<file path="src/rtl/pipelined_cla_adder.sv">
// pipelined_cla_adder: bubble-collapsing pipelined carry-lookahead adder/subtractor.
// Each stage resolves WIDTH/STAGES result bits with 4-bit lookahead groups.
module pipelined_cla_adder #(
    parameter int WIDTH  = 32,
    parameter int STAGES = 4
) (
    input  logic             clk,
    input  logic             rst_n,
    input  logic             in_valid,
    output logic             in_ready,
    input  logic [WIDTH-1:0] a,
    input  logic [WIDTH-1:0] b,
    input  logic             carry_in,
    input  logic             sub,
    output logic             out_valid,
    input  logic             out_ready,
    output logic [WIDTH-1:0] ans,
    output logic             carry_out,
    output logic             overflow,
    output logic             zero
);
    localparam int SW = WIDTH / STAGES;
    localparam logic [STAGES-1:0] ALL = '1;

    // returns {carry into slice MSB, carry out of slice, slice sum}
    function automatic logic [SW+1:0] cla_slice(input logic [SW-1:0] x, input logic [SW-1:0] y,
                                                 input logic ci);
        logic [SW-1:0] g, p;
        logic [SW:0] c;
        g = x & y;
        p = x ^ y;
        c = '0;
        c[0] = ci;
        for (int j = 0; j < SW; j += 4) begin
            c[j+1] = g[j] | (p[j] & c[j]);
            c[j+2] = g[j+1] | (p[j+1] & g[j]) | (p[j+1] & p[j] & c[j]);
            c[j+3] = g[j+2] | (p[j+2] & g[j+1]) | (p[j+2] & p[j+1] & g[j])
                   | (p[j+2] & p[j+1] & p[j] & c[j]);
            c[j+4] = g[j+3] | (p[j+3] & g[j+2]) | (p[j+3] & p[j+2] & g[j+1])
                   | (p[j+3] & p[j+2] & p[j+1] & g[j]) | (p[j+3] & p[j+2] & p[j+1] & p[j] & c[j]);
        end
        return {c[SW-1], c[SW], p ^ c[SW-1:0]};
    endfunction

    logic [STAGES-1:0] v_q, v_d, rdy, c_q, c_d, s_q, s_d, ci;
    logic [WIDTH-1:0]  a_q [STAGES-1];
    logic [WIDTH-1:0]  b_q [STAGES-1];
    logic [WIDTH-1:0]  r_q [STAGES];
    logic [WIDTH-1:0]  a_d [STAGES];
    logic [WIDTH-1:0]  b_d [STAGES];
    logic [WIDTH-1:0]  r_d [STAGES];
    logic              m_q, m_d;
    logic [SW+1:0]     sl;

    always_comb begin
        a_d[0] = a;
        b_d[0] = sub ? ~b : b;
        r_d[0] = '0;
        s_d[0] = sub;
        ci[0]  = carry_in ^ sub;
        v_d[0] = in_valid;
        for (int k = 1; k < STAGES; k++) begin
            a_d[k] = a_q[k-1];
            b_d[k] = b_q[k-1];
            r_d[k] = r_q[k-1];
            s_d[k] = s_q[k-1];
            ci[k]  = c_q[k-1];
            v_d[k] = v_q[k-1];
        end
        c_d = '0;
        sl  = '0;
        for (int k = 0; k < STAGES; k++) begin
            sl = cla_slice(a_d[k][k*SW +: SW], b_d[k][k*SW +: SW], ci[k]);
            r_d[k][k*SW +: SW] = sl[SW-1:0];
            c_d[k] = sl[SW];
        end
        m_d = sl[SW+1];
        // a stage can load unless it and every stage above it are full while the output stalls
        for (int k = 0; k < STAGES; k++)
            rdy[k] = out_ready || !(&(v_q | ~(ALL << k)));
    end

    always_ff @(posedge clk or negedge rst_n) begin
        if (!rst_n) begin
            v_q <= '0;
            c_q <= '0;
            s_q <= '0;
            m_q <= 1'b0;
            for (int k = 0; k < STAGES; k++) r_q[k] <= '0;
            for (int k = 0; k < STAGES - 1; k++) begin
                a_q[k] <= '0;
                b_q[k] <= '0;
            end
        end else begin
            for (int k = 0; k < STAGES; k++) begin
                if (rdy[k]) begin
                    v_q[k] <= v_d[k];
                    r_q[k] <= r_d[k];
                    c_q[k] <= c_d[k];
                    s_q[k] <= s_d[k];
                end
            end
            for (int k = 0; k < STAGES - 1; k++) begin
                if (rdy[k]) begin
                    a_q[k] <= a_d[k];
                    b_q[k] <= b_d[k];
                end
            end
            if (rdy[STAGES-1]) m_q <= m_d;
        end
    end

    assign in_ready  = rdy[0];
    assign out_valid = v_q[STAGES-1];
    assign ans       = r_q[STAGES-1];
    assign carry_out = c_q[STAGES-1] ^ s_q[STAGES-1];
    assign overflow  = c_q[STAGES-1] ^ m_q;
    assign zero      = out_valid && (ans == '0);
endmodule

</file>
<file path="config.mk">
export PLATFORM = sky130hd
export DESIGN_NAME = pipelined_cla_adder
export DESIGN_NICKNAME = d
export VERILOG_FILES = /design/src/rtl/pipelined_cla_adder.sv
export SDC_FILE = /design/constraint.sdc
export NUM_CORES = 1
export LEC_CHECK = 0
export ABC_AREA = 1
export BUFFER_PORTS_ARGS = -buffer_cell sky130_fd_sc_hd__buf_2
export CORE_ASPECT_RATIO = 0.8
export CORE_MARGIN = 10
export CORE_UTILIZATION = 52
export CTS_CLUSTER_DIAMETER = 30
export DETAILED_ROUTE_END_ITERATION = 16
export PLACE_DENSITY = 0.86
export SETUP_SLACK_MARGIN = 0.05
export SYNTH_ARGS = -nofsm -noshare
export SYNTH_HDL_FRONTEND = slang
export SYNTH_SLANG_ARGS = --single-unit
</file>
<file path="constraint.sdc">
create_clock -name clk -period 1.8 [get_ports clk]
set_clock_uncertainty 0.15 [all_clocks]
set_input_delay 0.18 -clock clk [delete_from_list [all_inputs] [get_ports clk]]
set_output_delay 0.18 -clock clk [all_outputs]
set_load 0.03 [all_outputs]
</file>
==> results of run 1 <==
## per-layer routing
metal  vias to the layer above  wire, µm  part of all wire
met4                         0       318             0.014
met3                        33      1630             0.071
met5                         -         0                 0
met1                      3469     10300              0.45
li1                       3415         -                 -
met2                       251     10700              0.47
## worst max-delay path, stage by stage (launching register included)
cell     delay [ns]
dfrtp_1        0.39
ha_1           0.32
or2_4          0.24
nand3_2        0.07
nand2_2        0.07
fa_2           0.53
nand2_1        0.05
o21ai_1        0.08
## per-stage QoR
stage / instances / worst slack, ns / power [W] / TNS, ns
after CTS: 1367 / -0.153 / 0.0147 / -0.914
after global placement: 1276 / -0.239 / 0.0103 / -1.34
after detailed placement: 1276 / -0.325 / 0.0106 / -2.23
final: 1381 / -0.164 / 0.0153 / -1.14
after global routing: 1381 / -0.248 / 0.0161 / -2.01
after floorplan: 955 / -0.274 / 0.00894 / -0.862
## where the power goes
part / internal (W) / leakage [nW] / switching, W
sequential: 0.00542 / 2.26 / 0.000877
combinational: 0.00208 / 3.17 / 0.00308
clock: 0.00224 / 0.288 / 0.00159
total: 0.00974 / 5.72 / 0.00555
## area by class of cell
| cell class | count | area (µm²) |
|---|---|---|
| Multi-Input combinational cell | 636 | 3650 |
| Sequential cell | 189 | 4730 |
| Inverter | 88 | 333 |
| Clock buffer | 20 | 457 |
| Timing Repair Buffer | 222 | 1710 |
| Tap cell | 215 | 269 |
| Clock inverter | 11 | 141 |
| Fill cell | 1103 | 4710 |
## sequential cells by signal, summed over array words and instances (netlist names)
signal / cells
c_q: 4
a_d: 48
v_q: 4
r_d: 48
s_q: 4
m_q: 1
ans: 32
b_d: 48
## timing repair
action	in CTS	in global routing
gates cloned	0	2
endpoints found under the setup margin	23	52
hold buffers	50	0
hold endpoints to repair	238	0
gates resized for setup	24	50
buffers inserted	10	12
pin swaps	13	21
## worst max path at each step
stage | endpoint | slack, ns | depth (start not counted)
after global placement | r_d[68] | -0.24 | 10
after CTS | r_d[44] | -0.15 | 7
final | r_d[44] | -0.16 | 7
after global routing | r_d[44] | -0.25 | 7
after floorplan | r_d[68] | -0.27 | 11
after detailed placement | r_d[68] | -0.33 | 10
## logic make-up after synthesis
| logic type | share of synthesized area |
|---|---|
| AOI/OAI and AO/OA | 0.0895 |
| adders and majority gates | 0.0653 |
| and+or+nand+nor | 0.186 |
| xor gates and xnor gates | 0.0459 |
| buffers and inverters | 0.0624 |
| DFF | 0.551 |
## placed cells by master, fill, tap and decap left out, types with 3 or more instances in the layout
master         count
o21ai_1           29
nand3_1           14
ha_1              26
o21ai_0           97
buf_12             9
buf_4             52
dlygate4sd3_1     50
fa_1               4
bufinv_16          3
fa_2               4
nand2_4            5
buf_2            102
ha_4               6
clkbuf_16         19
dfrtp_1          188
inv_1             84
xor2_1            14
a21oi_1           14
clkinvlp_4         3
clkinv_2           4
or2_4              3
xnor2_1           25
buf_6              7
nand4_1            3
nor2_1            23
nand3_2           11
nand2_1          314
or2_2              3
nand2_2           14
a21o_1             4
xnor2_2            4
==> results.sh, run 1 <==
export IMPL_status="finished with violations"
export IMPL_failed_checks="negative setup slack"
export IMPL_crit_path_start="b_d[73]"
export IMPL_setup_ws_ns=-0.164
export IMPL_io_buffers=106
export IMPL_hold_violations=0
export IMPL_die_h_um=135
export IMPL_cts_buffer_depth=2
export IMPL_fin_util=0.706
export IMPL_io_pins=107
export IMPL_max_freq_ghz=0.509
export IMPL_chipWidth_um=164
export IMPL_grt_pass1_wl_um=35200
export IMPL_yosysMostFrequentCell="nand2_1"
export IMPL_place_area_um2=9640
export IMPL_avgViaCountPerCell=5.19
export IMPL_post_drt_wl_per_cell_um=16.6
export IMPL_slew_headroom=0.737
export IMPL_synth_edf_count=0
export IMPL_drtIter0Drc=558
export IMPL_cts_tree="built"
export IMPL_min_path_cells=4
export IMPL_row_count=41
export IMPL_setup_violations_final=12
export IMPL_ff2ff_setup_slack_ns=-0.16
export IMPL_routed_wl_um=22900
export IMPL_startpoint_type="flop"
export IMPL_synthCells=955
export IMPL_hold_class="input port to flop"
export IMPL_synth_nets=1065
export IMPL_met1_usage=0.277
export IMPL_tightest_slew_ns=0.395
export IMPL_grtUsageMet3=0.0580
export IMPL_track_usage=0.197
export IMPL_clockRootBuffer="clkbuf_16"
export IMPL_post_route_period_util=1.09
export IMPL_coreArea_um2=16000
export IMPL_drt_pre_antenna_iters=5
export IMPL_path_class="flop to flop"
export IMPL_antenna_cells=0
export IMPL_async_reset_ff_frac=1.00
export IMPL_drive_above_1_share=0.232
export IMPL_start_util=0.536
export IMPL_synth_cell_types=29
export IMPL_worst_ep_required_time_ns=2.02
export IMPL_final_net_count=1264
export IMPL_grt_max_degree=66
export IMPL_min_period_ns=1.96
export IMPL_worstHoldStart="a[7]"
export IMPL_first_global_vias=7040
export IMPL_p_leak_nw=5.72
export IMPL_synth_area_um2=8580
export IMPL_ir_drop_mv=0.891
export IMPL_synthTopCellsByCount="331 x nand2_1, 189 x dfrtp_1, 106 x o21ai_0, 85 x inv_1, 32 x ha_1"
export IMPL_areaGrowthSynthToFinish_pct=31.6
export IMPL_r2r_start="b_d[73]"
export IMPL_timing_hold_ws_ns=0.0266
export IMPL_globalplace_congestion=0.879
export IMPL_synth_top_area_frac=0.551
export IMPL_ant_nets=0
export IMPL_worstRegToRegCells=7
export IMPL_fin_area_um2=11300
export IMPL_synth_seq_area_share=0.551
export IMPL_die_area_um2=22100
export IMPL_p_per_area_nw_per_um2=1350
export IMPL_cts_buffers=17
export IMPL_drc=0
export IMPL_clk_latency_ns=0.44
export IMPL_grt_ovfl_total=0
export IMPL_rsz0062_at_grt="true"
export IMPL_numClockSinks=189
export IMPL_maxCapViolCount=0
export IMPL_synth_seq_cells=189
export IMPL_grt_met2_usage=0.292
export IMPL_hold_end="c_q[0]"
export IMPL_crit_path_end_kind="flop"
export IMPL_antenna_found_initial=0
export IMPL_dp_final_hpwl_um=14100
export IMPL_yosysWarnings=0
export IMPL_path_max_fanout=2
export IMPL_num_vias=7168
export IMPL_htreeDepth=4
export IMPL_synth_ff_type="dfrtp_1"
export IMPL_r2r_end="r_d[44]"
export IMPL_ys_top_cells_by_area="dfrtp_1 55%, nand2_1 14%, o21ai_0 6.2%"
export IMPL_cp_arrival_ns=2.18
export IMPL_yosysTopAreaCell="dfrtp_1"
export IMPL_avgSynthCellArea_um2=8.99
export IMPL_cts_clk_slew_worst_paths_ns=0.07
export IMPL_top_usage_layer="met2"
export IMPL_report_final_slew_viol_count=0
Power figures use the tool's default switching activity.
==> inputs of run 2 (changes only) <==
--- a/config.mk
+++ b/config.mk
@@ -12,7 +12,7 @@
 export CORE_UTILIZATION = 52
 export CTS_CLUSTER_DIAMETER = 30
 export DETAILED_ROUTE_END_ITERATION = 16
-export PLACE_DENSITY = 0.86
+export PLACE_DENSITY = 0.76
 export SETUP_SLACK_MARGIN = 0.05
 export SYNTH_ARGS = -nofsm -noshare
 export SYNTH_HDL_FRONTEND = slang
==> results.sh, run 2 (synthesized netlist as in run 1, its figures left out) <==
export IMPL_final_setup_tns_ns=-1.13
export IMPL_num_vias=6966
export IMPL_post_route_period_util=1.08
export IMPL_hold_class="input port to asynchronous set/reset pin"
export IMPL_met2_length_um=9220
export IMPL_p_leak_nw=5.77
export IMPL_start_util=0.536
export IMPL_numClockSinks=189
export IMPL_failed_checks="negative setup slack"
export IMPL_switchingPower_w=0.00540
export IMPL_path_class="flop to flop"
export IMPL_setup_violations_final=12
export IMPL_final_common_cell="nand2_1"
export IMPL_final_net_count=1270
export IMPL_io_buffers=106
export IMPL_cts_clk_slew_worst_paths_ns=0.07
export IMPL_p_comb_frac=0.336
export IMPL_grt_pass1_wl_um=34400
export IMPL_dp_final_hpwl_um=13700
export IMPL_cp_arrival_ns=2.09
export IMPL_switching_share=0.355
export IMPL_first_global_vias=6872
export IMPL_hold_violations=0
export IMPL_slew_headroom=0.764
export IMPL_timing_hold_ws_ns=0.0254
export IMPL_fill_cells=1166
export IMPL_r2r_start="a_d[25]"
export IMPL_r2r_end="ans[29]"
export IMPL_drive_above_1_share=0.234
export IMPL_maxCapViolCount=0
export IMPL_seq_power_share=0.410
export IMPL_min_period_ns=1.94
export IMPL_pwr_share_clk=0.254
export IMPL_chipWidth_um=164
export IMPL_post_drt_wl_per_cell_um=15.0
export IMPL_tightest_slew_ns=0.351
export IMPL_ant_nets=0
export IMPL_cts_buffer_depth=2
export IMPL_clk_latency_ns=0.42
export IMPL_track_usage=0.192
export IMPL_routed_wl_um=20900
export IMPL_avgViaCountPerCell=5.02
export IMPL_drtIter0Drc=567
export IMPL_worst_ep_required_time_ns=1.95
export IMPL_wl_met1_um=10100
export IMPL_clockRootBuffer="clkbuf_16"
export IMPL_htreeDepth=4
export IMPL_max_freq_ghz=0.515
export IMPL_drt_pre_antenna_iters=5
export IMPL_antenna_cells=0
export IMPL_cts_buffers=17
export IMPL_route_met3_wl_um=1350
export IMPL_p_per_area_nw_per_um2=1340
export IMPL_antenna_found_initial=0
export IMPL_row_count=41
export IMPL_grt_ovfl_total=0
export IMPL_die_h_um=135
export IMPL_setup_ws_ns=-0.142
export IMPL_worstRegToRegCells=7
export IMPL_areaGrowthSynthToFinish_pct=31.6
export IMPL_ff2ff_setup_slack_ns=-0.14
export IMPL_report_power_total_w=0.0152
export IMPL_report_final_slew_viol_count=0
export IMPL_mostFrequentLayoutCells="312 x nand2_1, 188 x dfrtp_1, 102 x buf_2"
export IMPL_crit_path_end_kind="flop"
export IMPL_globalplace_congestion=0.821
export IMPL_drc=0
export IMPL_ir_drop_mv=0.715
export IMPL_path_max_fanout=2
export IMPL_p_int_w=0.00980
export IMPL_die_area_um2=22100
export IMPL_startpoint_type="flop"
export IMPL_rsz0062_at_grt="true"
export IMPL_coreArea_um2=16000
export IMPL_status="finished with violations"
export IMPL_top_layer_used="met4"
export IMPL_grt_max_degree=67
export IMPL_cts_tree="built"
export IMPL_io_pins=107
## run 2: cell count changes in the layout (fill, tap and decap cells not counted), sizes merged
cell	change
buf	+6
clkbuf	+2
clkinv	+1
clkinvlp	-1
inv	-1
## run 2: worst max-delay path, stage by stage (launching register included)
cell	delay [ns]
dfrtp_1	0.38
ha_1	0.31
or2_4	0.25
nand3_2	0.09
nand2_2	0.07
fa_2	0.37
xnor2_2	0.13
o21ai_1	0.07
## run 2: layout make-up
class	count	area, µm²	share of cell area
flip-flops and latches	189	4730	0.419
multi-input cells	636	3580	0.317
repair buffers	228	1770	0.157
clock buffers	22	474	0.0420
inverters	88	335	0.0297
well taps	215	269	0.0238
clock inverters	10	138	0.0122
## run 2: what timing repair did
item / 4_1_cts / 5_1_grt
hold buffers: 50 / 0
hold endpoints to repair: 238 / 0
cloned: 0 / 2
pin swaps: 16 / 29
gates resized for setup: 26 / 54
buffers inserted: 14 / 8
endpoints found under the setup margin: 14 / 81
## run 2: worst max-delay path by stage
stage                 start      end  slack (ns)  cells past startpoint
floorplan               sub  r_d[68]       -0.27                     11
global placement        sub  r_d[68]       -0.23                     10
detailed placement      sub  r_d[71]       -0.34                     12
CTS                 ans[20]     zero       -0.16                      5
global route        a_d[25]  ans[29]       -0.21                      7
finish              a_d[25]  ans[29]       -0.14                      7
## run 2: routing by layer
metal / vias to the layer above / GRT usage
met5: - / 0
met4: 0 / 0.0466
met3: 12 / 0.0529
met2: 169 / 0.284
met1: 3350 / 0.273
li1: 3435 / -
## run 2: power by group through the flow
stage               Combinational (W)  Sequential, W  Clock, W
global route                  0.00570        0.00637   0.00408
global placement              0.00422        0.00622         0
CTS                           0.00474        0.00620   0.00390
finish                        0.00510        0.00623   0.00386
floorplan                     0.00231        0.00663         0
detailed placement            0.00436        0.00626         0
## run 2: metrics by stage
step	util	worst slack (ns)	std cells	area (µm²)
CTS	0.688	-0.162	1380	11000
detailed placement	0.606	-0.336	1285	9710
global placement	0.606	-0.235	1285	9710
finish	0.706	-0.142	1388	11300
global route	0.706	-0.212	1388	11300
floorplan	-	-0.274	955	8670
